===== config.mk =====
export PLATFORM = sky130hd
export DESIGN_NAME = tlul_mem_responder
export DESIGN_NICKNAME = d
export VERILOG_FILES = /design/src/rtl/tlul_mem_responder.sv
export SDC_FILE = /design/constraint.sdc
export NUM_CORES = 1
export LEC_CHECK = 0
export ABC_CLOCK_PERIOD_IN_PS = 6600
export BUFFER_PORTS_ARGS = -buffer_cell sky130_fd_sc_hd__buf_2
export CAP_MARGIN = 20
export CELL_PAD_IN_SITES_DETAIL_PLACEMENT = 1
export CELL_PAD_IN_SITES_GLOBAL_PLACEMENT = 2
export CORE_MARGIN = 5
export CORE_UTILIZATION = 28
export CTS_BUF_LIST = sky130_fd_sc_hd__clkbuf_16
export CTS_CLUSTER_DIAMETER = 120
export DETAILED_ROUTE_END_ITERATION = 10
export HOLD_SLACK_MARGIN = 0.06
export PLACE_DENSITY = 0.65
export SETUP_SLACK_MARGIN = 0.15
export SYNTH_ARGS = -nofsm -noshare
export SYNTH_HDL_FRONTEND = slang
export SYNTH_SLANG_ARGS = --single-unit

===== constraint.sdc =====
create_clock -name clk_i -period 6.6 [get_ports clk_i]
set_input_delay 1.98 -clock clk_i [delete_from_list [all_inputs] [get_ports clk_i]]
set_output_delay 1.98 -clock clk_i [all_outputs]
set_load 0.03 [all_outputs]

===== src/rtl/tlul_mem_responder.sv =====
// TL-UL device endpoint: word-addressed register-array memory answering Get/Put
// requests through a 2-entry registered response FIFO.
module tlul_mem_responder #(
  parameter int AW    = 32,
  parameter int DW    = 32,
  parameter int DBW   = DW / 8,
  parameter int SZW   = $clog2($clog2(DBW) + 1),
  parameter int AIW   = 8,
  parameter int DIW   = 1,
  parameter int DUW   = 16,
  parameter int Depth = 16
) (
  input  logic           clk_i,
  input  logic           rst_ni,
  input  logic           a_valid_i,
  output logic           a_ready_o,
  input  logic [2:0]     a_opcode_i,
  input  logic [2:0]     a_param_i,
  input  logic [SZW-1:0] a_size_i,
  input  logic [AIW-1:0] a_source_i,
  input  logic [AW-1:0]  a_address_i,
  input  logic [DBW-1:0] a_mask_i,
  input  logic [DW-1:0]  a_data_i,
  output logic           d_valid_o,
  input  logic           d_ready_i,
  output logic [2:0]     d_opcode_o,
  output logic [2:0]     d_param_o,
  output logic [SZW-1:0] d_size_o,
  output logic [AIW-1:0] d_source_o,
  output logic [DIW-1:0] d_sink_o,
  output logic [DW-1:0]  d_data_o,
  output logic [DUW-1:0] d_user_o,
  output logic           d_error_o
);

  localparam int IW   = $clog2(Depth);
  localparam int OFFW = $clog2(DBW);

  localparam logic [2:0] OP_PUT_FULL = 3'd0;
  localparam logic [2:0] OP_PUT_PART = 3'd1;
  localparam logic [2:0] OP_GET      = 3'd4;
  localparam logic [2:0] OP_ACK      = 3'd0;
  localparam logic [2:0] OP_ACK_DATA = 3'd1;

  typedef struct packed {
    logic [2:0]     opcode;
    logic [SZW-1:0] size;
    logic [AIW-1:0] source;
    logic [DW-1:0]  data;
    logic           error;
  } rsp_t;

  // Byte lanes touched by a transfer of 2^size bytes starting at lane off.
  function automatic logic [DBW-1:0] lane_mask(input logic [SZW-1:0] size,
                                               input logic [OFFW-1:0] off);
    logic [DBW:0] full;
    full = (DBW+1)'(1) << (32'd1 << size);
    full = full - (DBW+1)'(1);
    return full[DBW-1:0] << off;
  endfunction

  function automatic logic misaligned(input logic [SZW-1:0] size,
                                      input logic [OFFW-1:0] off);
    logic [OFFW-1:0] low;
    low = OFFW'((32'd1 << size) - 32'd1);
    return (off & low) != '0;
  endfunction

  logic [DW-1:0]   mem [Depth];
  rsp_t            fifo_p1 [2];
  logic            wr_ptr_p1;
  logic            rd_ptr_p1;
  logic [1:0]      count_p1;

  logic [OFFW-1:0] off_p0;
  logic [IW-1:0]   idx_p0;
  logic [DBW-1:0]  lanes_p0;
  logic            is_get_p0;
  logic            is_pfull_p0;
  logic            is_ppart_p0;
  logic            err_p0;
  logic            vld_p0;
  logic            pop_p0;
  rsp_t            rsp_p0;

  // Stage 0: decode and check the A-channel request, form its response.
  assign off_p0      = a_address_i[OFFW-1:0];
  assign idx_p0      = a_address_i[IW+OFFW-1:OFFW];
  assign lanes_p0    = lane_mask(a_size_i, off_p0);
  assign is_get_p0   = a_opcode_i == OP_GET;
  assign is_pfull_p0 = a_opcode_i == OP_PUT_FULL;
  assign is_ppart_p0 = a_opcode_i == OP_PUT_PART;

  assign err_p0 = !(is_get_p0 || is_pfull_p0 || is_ppart_p0)
               || (a_param_i != 3'd0)
               || (a_size_i > SZW'(OFFW))
               || misaligned(a_size_i, off_p0)
               || (a_address_i[AW-1:IW+OFFW] != '0)
               || ((a_mask_i & ~lanes_p0) != '0)
               || (is_pfull_p0 && (a_mask_i != lanes_p0))
               || ((is_get_p0 || is_ppart_p0) && (a_mask_i == '0));

  assign a_ready_o = ~count_p1[1];
  assign vld_p0    = a_valid_i && a_ready_o;
  assign pop_p0    = d_valid_o && d_ready_i;

  always_comb begin
    rsp_p0        = '0;
    rsp_p0.opcode = is_get_p0 ? OP_ACK_DATA : OP_ACK;
    rsp_p0.size   = a_size_i;
    rsp_p0.source = a_source_i;
    rsp_p0.error  = err_p0;
    if (is_get_p0) rsp_p0.data = err_p0 ? '1 : mem[idx_p0];
  end

  // Stage 1: memory update and response FIFO.
  always_ff @(posedge clk_i or negedge rst_ni) begin
    if (!rst_ni) begin
      wr_ptr_p1 <= 1'b0;
      rd_ptr_p1 <= 1'b0;
      count_p1  <= 2'd0;
      fifo_p1[0] <= '0;
      fifo_p1[1] <= '0;
      for (int i = 0; i < Depth; i++) mem[i] <= '0;
    end else begin
      if (vld_p0) begin
        fifo_p1[wr_ptr_p1] <= rsp_p0;
        wr_ptr_p1          <= ~wr_ptr_p1;
        if (!is_get_p0 && !err_p0) begin
          for (int b = 0; b < DBW; b++)
            if (a_mask_i[b]) mem[idx_p0][8*b +: 8] <= a_data_i[8*b +: 8];
        end
      end
      if (pop_p0) rd_ptr_p1 <= ~rd_ptr_p1;
      count_p1 <= count_p1 + {1'b0, vld_p0} - {1'b0, pop_p0};
    end
  end

  assign d_valid_o  = count_p1 != 2'd0;
  assign d_opcode_o = fifo_p1[rd_ptr_p1].opcode;
  assign d_size_o   = fifo_p1[rd_ptr_p1].size;
  assign d_source_o = fifo_p1[rd_ptr_p1].source;
  assign d_data_o   = fifo_p1[rd_ptr_p1].data;
  assign d_error_o  = fifo_p1[rd_ptr_p1].error;
  assign d_param_o  = 3'd0;
  assign d_sink_o   = '0;
  assign d_user_o   = '0;

endmodule


# Yosys cells after proc, flatten, opt, wreduce, memory -nomap -nowiden
# Cells that the tools add are included.
# W data, S select, Z words.
dict set report word_totals {
  inputBits 88
  register_bits 608
  wordCells 116
  output_inout_bits 68
}
dict set report op_classes {
  mux 34
  bitwise 9
  n_addsub 4
  n_eq_ne 3
  shift 3
  n_lt_le_gt_ge 6
  reduce_logical 28
}
# operator n
set op_table {}
lappend op_table {{$mux W512} 10}
lappend op_table {{$bwmux W512} 4}
lappend op_table {{$demux W32 S4} 4}
lappend op_table {{$mux W46} 4}
lappend op_table {{$mux W32} 5}
lappend op_table {{$bmux W32 S4} 1}
lappend op_table {{$bwmux W92} 1}
lappend op_table {{$demux W46 S1} 1}
lappend op_table {{$shl A1 B2 Y32 const A} 1}
lappend op_table {{$shl A1 B32 Y4 const A} 1}
lappend op_table {{$reduce_bool A26 Y1} 1}
lappend op_table {{$mux W24} 1}
lappend op_table {{$mux W16} 1}
lappend op_table {{$logic_or A1 B1 Y1} 10}
lappend op_table {{$mux W8} 1}
lappend op_table {{$logic_and A1 B1 Y1} 7}
lappend op_table {{$ge A5 B5 Y1 const B} 1}
lappend op_table {{$lt A5 B1 Y1 const B} 1}
lappend op_table {{$not A4 Y5} 1}
lappend op_table {{$and A4 B4 Y4} 1}
lappend op_table {{$ge A2 B2 Y1 const B} 2}
lappend op_table {{$logic_not A4 Y1} 1}
lappend op_table {{$ne A4 B4 Y1} 1}
lappend op_table {{$not A1 Y2} 2}
lappend op_table {{19 further kinds} 24}

# Longest topological paths before layout
# Gate-level depths: netlist of the first run.
dict set report logic_depth {
  word_depth 25
  depth_mapped 11
  depth_no_buf 8
}

# Worst setup path before layout of the first run
# Ideal clock, no wire load.
dict set report synth_path {
  path_kind {in2reg}
  startpoint {input a_size_i[0]}
  endpoint {register mem[344] (netlist name)}
  required_time_ns 6.475
  setup_time_ns 0.125
  t_arrival_ns 4.210
  setup_slack_ns 2.265
  stages 10
  path_buffers 2
  path_cell_list {or2_2 -> a21oi_1 -> ha_1 -> nand4_1 -> mux2i_1 -> mux2i_1 -> clkbuf_1 -> clkbuf_1 -> nor4_4 -> mux2_4}
}
dict set report synth_via {
  elab_chain_len 13
  elab_cells_between_ends 22
  classes_between {add/sub (2); order compare (1); eq/ne (1); shift (3); bitwise (3); reduce/logical (12)}
}
# element line_no
set synth_rtl {}
lappend synth_rtl {{start: declaration} 19} ;# input logic [SZW-1:0] a_size_i,
lappend synth_rtl {{$shl A1 B2 Y32} 65} ;# low = OFFW'((32'd1 << size) - 32'd1);
lappend synth_rtl {{$shl A1 B32 Y4} 57} ;# full = (DBW+1)'(1) << (32'd1 << size);
lappend synth_rtl {{$sub A4 B1 Y4} 58} ;# full = full - (DBW+1)'(1);
lappend synth_rtl {{$shl A4 B2 Y4} 59} ;# return full[DBW-1:0] << off;
lappend synth_rtl {{$not A4 Y4} 99} ;# || ((a_mask_i & ~lanes_p0) != '0)
lappend synth_rtl {{$and A4 B4 Y4} 99}
lappend synth_rtl {{$reduce_bool A4 Y1} 99}
lappend synth_rtl {{$logic_or A1 B1 Y1} 99}
lappend synth_rtl {{$logic_or A1 B1 Y1 *} 100} ;# || (is_pfull_p0 && (a_mask_i != lanes_p0))
lappend synth_rtl {{$logic_or A1 B1 Y1 *} 101} ;# || ((is_get_p0 || is_ppart_p0) && (a_mask_i == '0));
lappend synth_rtl {{$logic_not A1 Y1 *} 129} ;# if (!is_get_p0 && !err_p0) begin
lappend synth_rtl {{$logic_and A1 B1 Y1 *} 129}
lappend synth_rtl {{$reduce_and A2 Y1 (no source line) *} -}
lappend synth_rtl {{end signal: indexed assignment} 131} ;# if (a_mask_i[b]) mem[idx_p0][8*b +: 8] <= a_data_i[8*b +: 8];
lappend synth_rtl {{end: declaration} 69} ;# logic [DW-1:0] mem [Depth];
# Every way passes the cells marked *; elsewhere a longest branch is shown, timed or not.
# A chain may end at the register's enable or synchronous reset.

# Final worst setup path of the first run
dict set report layout_path {
  startpoint {input a_address_i[0]}
  endpoint {register mem[492] (netlist name)}
}
dict set report layout_via {
  elab_chain_len 10
  elab_cells_between_ends 16
  classes_between {eq/ne (1); shift (1); bitwise (3); reduce/logical (11)}
}
# element line_no
set layout_rtl {}
lappend layout_rtl {{start: declaration} 21} ;# input logic [AW-1:0] a_address_i,
lappend layout_rtl {{$shl A4 B2 Y4 or $and A2 B2 Y2 (tied branches)} {59, 66}}
lappend layout_rtl {{$not A4 Y4 or $reduce_bool A2 Y1 (tied branches)} {99, 66}}
lappend layout_rtl {{$and A4 B4 Y4 or $logic_or A1 B1 Y1 (tied branches)} {99, 97}}
lappend layout_rtl {{$reduce_bool A4 Y1 or $logic_or A1 B1 Y1 (tied branches)} {99, 98}}
lappend layout_rtl {{$logic_or A1 B1 Y1} 99}
lappend layout_rtl {{$logic_or A1 B1 Y1 *} 100}
lappend layout_rtl {{$logic_or A1 B1 Y1 *} 101}
lappend layout_rtl {{$logic_not A1 Y1 *} 129}
lappend layout_rtl {{$logic_and A1 B1 Y1 *} 129}
lappend layout_rtl {{$reduce_and A2 Y1 (no source line) *} -}
# Marked as above.

==> flow_metrics.env, run 1 <==
export IMPL_via_per_inst=4.856
export IMPL_relSlewSlack=0.2490
export IMPL_worstSetupStartpoint="a_address_i[0]"
export IMPL_maxCapViolations=0
export IMPL_min_from="fifo_p1[7]$_DFFE_PN0P_"
export IMPL_vias=16573
export IMPL_p_per_area_nw_per_um2=278.1
export IMPL_crit_family="simple AND/OR/NAND/NOR gates"
export IMPL_worst_path_buf_inv=2
export IMPL_postCtsSetupBuffers=0
export IMPL_synth_edf_count=0
export IMPL_status="completed"
export IMPL_hold_class="flip-flop to flip-flop"
export IMPL_cpPeakStageDelay_ps=930
export IMPL_grt_pass1_vias=18871
export IMPL_die_x_microns=329.6
export IMPL_synth_cells=1884
export IMPL_cts_buffer_depth=3
export IMPL_synthTopCellsByArea="dfrtp_1 (53%), mux2_2 (20%), mux4_2 (10%), nor4_4 (4.8%), mux2_4 (2.9%)"
export IMPL_startpoint_type="input pin"
export IMPL_drt_iter0_markers=801
export IMPL_cts_tree="yes"
export IMPL_die_area_sq_um=108600
export IMPL_ir_drop_uv=245.5
export IMPL_route_detailed_drc=0
export IMPL_finalSetupViolCount=0
export IMPL_drtAntennaViolNets=0
export IMPL_r2r_cells=5
export IMPL_h_tree_depth=3
export IMPL_end_kind="flip-flop"
export IMPL_arrival_ps=5210
export IMPL_grt_use_total=0.1421
export IMPL_hold_viol=0
export IMPL_dieHeight_microns=329.6
export IMPL_clock_skew_final_ps=16.76
export IMPL_utilization=0.3226
export IMPL_first_pass_iters=5
export IMPL_insertion_delay_ps=600
export IMPL_cts_resized_gates=0
export IMPL_nets=2091
export IMPL_cts_made_buffers=69
export IMPL_synthDistinctLibCells=42
export IMPL_drt_total_wl_microns=76890
export IMPL_synth_yosys_seq_area_share=0.5285
export IMPL_min_period_ps=4735
export IMPL_cts_sinks=604
export IMPL_start_util=0.2815
export IMPL_boundaryPins=156
export IMPL_setup_tns_ps=0
export IMPL_fin_crit_sh=0.7175
export IMPL_crit_fanout=72
export IMPL_core_sq_um=101600
export IMPL_async_reset_ff_frac=1.000
export IMPL_ys_warn_count=0
export IMPL_max_slew_worst_pin_slew_ps=1124
export IMPL_grt_ovfl_total=0
export IMPL_ys_flop_type="dfrtp_1"
export IMPL_synth_cell_area_sq_um=28600
export IMPL_p_leak_uw=0.01542
export IMPL_p_total_uw=9115
export IMPL_hold_path_depth=2
export IMPL_clkTransAtPathRegs_ps=50
export IMPL_r2r_start="count_p1[1]$_DFF_PN0_"
export IMPL_cts_hold_buf=0
export IMPL_grt_pass1_wl_microns=119600
export IMPL_syn_avg_cell_area_sq_um=15.18
export IMPL_place_congestion=0.7589
export IMPL_post_drt_wl_per_cell_microns=22.53
export IMPL_crit_type="input pin to flip-flop"
export IMPL_drv_slew=0
export IMPL_cts_root_buf="clkbuf_16"
export IMPL_finalWorstSetupSlack_ps=1865
export IMPL_path_cells="buf_2 -> or2_2 -> ha_1 -> nor4_1 -> and4_1 -> nand4_1 -> buf_12 -> nor4_4 -> mux2_2"
export IMPL_area_delta_synth_final_pct=14.62
export IMPL_min_to="fifo_p1[7]$_DFFE_PN0P_"
export IMPL_worstPathRequired_ps=7080
export IMPL_r2r_setup_slack_ps=3810
export IMPL_grt_antenna_before_repair=12
export IMPL_rr_endpoint="mem[340]$_DFFE_PN0P_"
export IMPL_rsz0062_at_grt="no"
export IMPL_max_freq_mhz=211.2
export IMPL_drive_gt1_frac=0.4988
export IMPL_num_rows=117
export IMPL_port_buffers=133
export IMPL_yosys_area_top_type="dfrtp_1"
export IMPL_dpl_hpwl_microns=51330
export IMPL_design_area_sq_um=32780
export IMPL_pre_cts_ws_ps=1314
export IMPL_ys_ff_latch=604
export IMPL_synth_top_area_share=0.5285
export IMPL_grt_max_degree=124
export IMPL_slowest_stage="nor4_4"
export IMPL_dpl_instance_area_sq_um=30780
-- metrics by stage --
step,hold WS (ps),instances
after CTS,478.0,3409
final,473.3,3413
after global routing,492.4,3409
after floorplan,441.4,1905
after global placement,453.6,3291
after detailed placement,462.8,3294
-- kinds of logic (layout without fill, tap and decap cells) --
| logic type | Yosys count | count (layout) | synth area share |
|---|---|---|---|
| buffers and inverters | 150 | 286 | 0.02459 |
| other | 1 | 26 | 0.0001311 |
| AO/OA/AOI/OAI | 136 | 136 | 0.02980 |
| multiplexers | 696 | 696 | 0.3317 |
| adder cells (fa/ha/maj) | 6 | 6 | 0.002625 |
| AND/OR/NAND/NOR | 288 | 288 | 0.08169 |
| flip-flops | 604 | 604 | 0.5285 |
| XOR/XNOR | 3 | 3 | 0.0009190 |
-- layout make-up --
cell class	count	area, sq um
fill	10629	68820
sequential	604	15120
antenna	4	10.01
tap	1368	1712
multi-input combinational	1151	12890
clock buffer	71	1777
clock inverter	44	210.2
timing repair buffer	168	1049
inverter	3	11.26
-- cells in the mapped netlist, types with 17 or more instances --
master    instances
nand2_1         152
mux2_4           56
clkbuf_1         85
mux4_2          128
mux2_2          509
nor4_4           64
buf_4            27
dfrtp_1         604
a22oi_1          64
o21ai_0          66
buf_1            17
nor3_1           33
-- layout by cell type (no fill, tap or decap), types with 56 or more instances in the layout --
cell	n
buf_2	130
mux4_2	128
nand2_1	151
o21ai_0	66
mux2_4	56
clkbuf_16	71
a22oi_1	64
dfrtp_1	603
mux2_2	509
nor4_4	64
-- flip-flops by register name, indices dropped and copies added, names as in the netlist --
signal     flops
count_p1       2
fifo_p1       88
mem          512
rd_ptr_p1      1
wr_ptr_p1      1
-- worst max path at each step --
stage                           endpoint  slack, ps  cells after the start
floorplan           mem[344]$_DFFE_PN0P_       2270                     10
global placement    mem[340]$_DFFE_PN0P_       1280                      9
detailed placement  mem[368]$_DFFE_PN0P_       1310                      9
CTS                 mem[375]$_DFFE_PN0P_       1950                      9
global route        mem[492]$_DFFE_PN0P_       1820                      9
finish              mem[492]$_DFFE_PN0P_       1860                      9
-- where the power goes --
| group | switching (uW) | internal [uW] |
|---|---|---|
| Clock | 1500 | 1970 |
| Sequential | 122 | 3960 |
| Combinational | 1070 | 497 |
-- worst reg2reg max path, stage by stage (launching register included) --
cell and delay, ps:
dfrtp_1 420, nor2b_1 560, nand2_1 170, buf_4 300, nor4_4 870, mux2_4 360
-- routing by layer --
metal	vias to the layer above	global-route usage	part of all wire
met4	16	0.03081	0.017
met5	-	0	0.0012
li1	7202	-	-
met3	105	0.03430	0.055
met1	8948	0.1871	0.44
met2	302	0.2392	0.48
Note: power is estimated with default switching activity, not from simulation.
==> run 2, diff against run 1 <==
--- a/config.mk
+++ b/config.mk
@@ -5,7 +5,7 @@
 export SDC_FILE = /design/constraint.sdc
 export NUM_CORES = 1
 export LEC_CHECK = 0
-export ABC_CLOCK_PERIOD_IN_PS = 6600
+export ABC_CLOCK_PERIOD_IN_PS = 4600
 export BUFFER_PORTS_ARGS = -buffer_cell sky130_fd_sc_hd__buf_2
 export CAP_MARGIN = 20
 export CELL_PAD_IN_SITES_DETAIL_PLACEMENT = 1
==> constraint.sdc (replaced) <==
create_clock -name clk_i -period 4.6 [get_ports clk_i]
set_input_delay 1.38 -clock clk_i [delete_from_list [all_inputs] [get_ports clk_i]]
set_output_delay 1.38 -clock clk_i [all_outputs]
set_load 0.03 [all_outputs]
==> flow_metrics.env, run 2 (same netlist as run 1, synthesis figures left out) <==
export IMPL_core_sq_um=101600
export IMPL_vias=16780
export IMPL_mostFrequentLayoutCells="dfrtp_1 (603), mux2_2 (509), nand2_1 (151)"
export IMPL_drt_iter0_markers=859
export IMPL_h_tree_depth=3
export IMPL_num_rows=117
export IMPL_drtAntennaViolNets=0
export IMPL_grt_busiest_layer="met2"
export IMPL_rsz0062_at_grt="no"
export IMPL_top_register="mem"
export IMPL_grt_use_total=0.1441
export IMPL_cts_made_buffers=68
export IMPL_worst_path_buf_inv=2
export IMPL_finalSetupViolCount=0
export IMPL_insertion_delay_ps=600
export IMPL_globalRouteMet3Util=0.03033
export IMPL_area_delta_synth_final_pct=16.90
export IMPL_place_congestion=0.7862
export IMPL_post_drt_wl_per_cell_microns=22.34
export IMPL_grt_ovfl_total=0
export IMPL_crit_type="input pin to flip-flop"
export IMPL_setup_tns_ps=0
export IMPL_seq_area_sq_um=15120
export IMPL_postCtsSetupBuffers=0
export IMPL_cts_buffer_depth=3
export IMPL_arrival_ps=4500
export IMPL_boundaryPins=156
export IMPL_cts_root_buf="clkbuf_16"
export IMPL_end_kind="flip-flop"
export IMPL_use_met1=0.1945
export IMPL_slowest_stage="nor4_4"
export IMPL_multiInputGateArea_sq_um=12890
export IMPL_grt_max_degree=108
export IMPL_cts_hold_buf=0
export IMPL_max_slew_worst_pin_slew_ps=927.5
export IMPL_final_common_cell="dfrtp_1"
export IMPL_relSlewSlack=0.3804
export IMPL_drive_gt1_frac=0.5144
export IMPL_grt_pass1_vias=19177
export IMPL_clock_skew_final_ps=20.72
export IMPL_clkTransAtPathRegs_ps=60
export IMPL_largest_reg_flops=512
export IMPL_route_detailed_drc=0
export IMPL_cts_resized_gates=0
export IMPL_cpPeakStageDelay_ps=680
export IMPL_via_per_inst=4.819
export IMPL_hold_class="flip-flop to flip-flop"
export IMPL_r2r_setup_slack_ps=2010
export IMPL_ir_drop_uv=216.8
export IMPL_p_total_uw=13140
export IMPL_p_per_area_nw_per_um2=393.0
export IMPL_worstPathRequired_ps=5060
export IMPL_dieHeight_microns=329.6
export IMPL_status="completed"
export IMPL_place_inst=3358
export IMPL_startpoint_type="input pin"
export IMPL_hold_viol=0
export IMPL_cts_sinks=604
export IMPL_crit_fanout=30
export IMPL_maxCapViolations=0
export IMPL_fin_cells=3482
export IMPL_fill_cells=10577
export IMPL_max_freq_mhz=247.7
export IMPL_min_period_ps=4037
export IMPL_dpl_hpwl_microns=53150
export IMPL_design_area_sq_um=33430
export IMPL_port_buffers=133
export IMPL_first_pass_iters=5
export IMPL_crit_family="simple AND/OR/NAND/NOR gates"
export IMPL_grt_pass1_wl_microns=121900
export IMPL_dpl_instance_area_sq_um=31380
export IMPL_grt_antenna_before_repair=12
export IMPL_top_regs="mem: 512 flops, fifo_p1: 88 flops, count_p1: 2 flops"
export IMPL_met2_usage=0.2386
export IMPL_p_leak_uw=0.01583
export IMPL_fin_crit_sh=0.8775
export IMPL_drt_total_wl_microns=77790
export IMPL_die_x_microns=329.6
export IMPL_nets=2155
export IMPL_die_area_sq_um=108600
export IMPL_cts_tree="yes"
export IMPL_start_util=0.2815
export IMPL_drv_slew=0
export IMPL_path_cells="buf_2 -> or2_2 -> ha_1 -> nor4_1 -> and4_1 -> nand4_1 -> buf_12 -> nor4_4 -> mux2_2"
[run 2: cell count changes in the layout (fill, tap and decap cells not counted), sizes merged]
cell	change
inv	+5
buf	+65
clkbuf	-2
diode	-1
clkinv	+1
bufinv	+1
[run 2: per-stage QoR]
stage	hold WS [ps]	util	setup WS, ps
floorplan	441.4	-	865.5
global placement	453.1	0.3089	-18.20
detailed placement	459.1	0.3089	-1.303
CTS	473.9	0.3288	616.9
global route	481.5	0.3290	387.5
finish	468.0	0.3291	563.3
[run 2: final timing paths]
| kind | to | from | cells after the start |
|---|---|---|---|
| max in group asynchronous | mem[272]$_DFFE_PN0P_ | rst_ni | 3 |
| min in group asynchronous | mem[244]$_DFFE_PN0P_ | rst_ni | 1 |
| min reg2reg | fifo_p1[82]$_DFFE_PN0P_ | fifo_p1[82]$_DFFE_PN0P_ | 2 |
| max reg2reg | mem[139]$_DFFE_PN0P_ | count_p1[1]$_DFF_PN0_ | 5 |
| max | mem[204]$_DFFE_PN0P_ | a_address_i[0] | 9 |
| min | fifo_p1[82]$_DFFE_PN0P_ | fifo_p1[82]$_DFFE_PN0P_ | 2 |
[run 2: report_power, final]
group | total, uW | internal, uW | switching [uW]
clock network | 5010 | 2830 | 2170
logic | 2210 | 731 | 1480
registers | 5920 | 5680 | 241
total | 13100 | 9240 | 3900
[run 2: cell type report]
cell class                 instances  area share
antenna                            3   0.0002246
clock buffer                      69     0.05165
clock inverter                    51    0.008908
inverter                           3   0.0003368
multi-input combinational       1151      0.3857
sequential                       604      0.4521
tap                             1368     0.05120
timing repair buffer             233     0.04985
[run 2: worst min-delay path, delay by kind of cell (launching register included)]
family           cells  cell delay (ps)
DFF                  1              340
and+or+nand+nor      2              100
[run 2: routing by layer]
metal | wire (microns) | vias to the layer above
met1 | 35270 | 8999
met2 | 37250 | 313
li1 | - | 7345
met5 | 95 | -
met4 | 1437 | 14
met3 | 3737 | 109
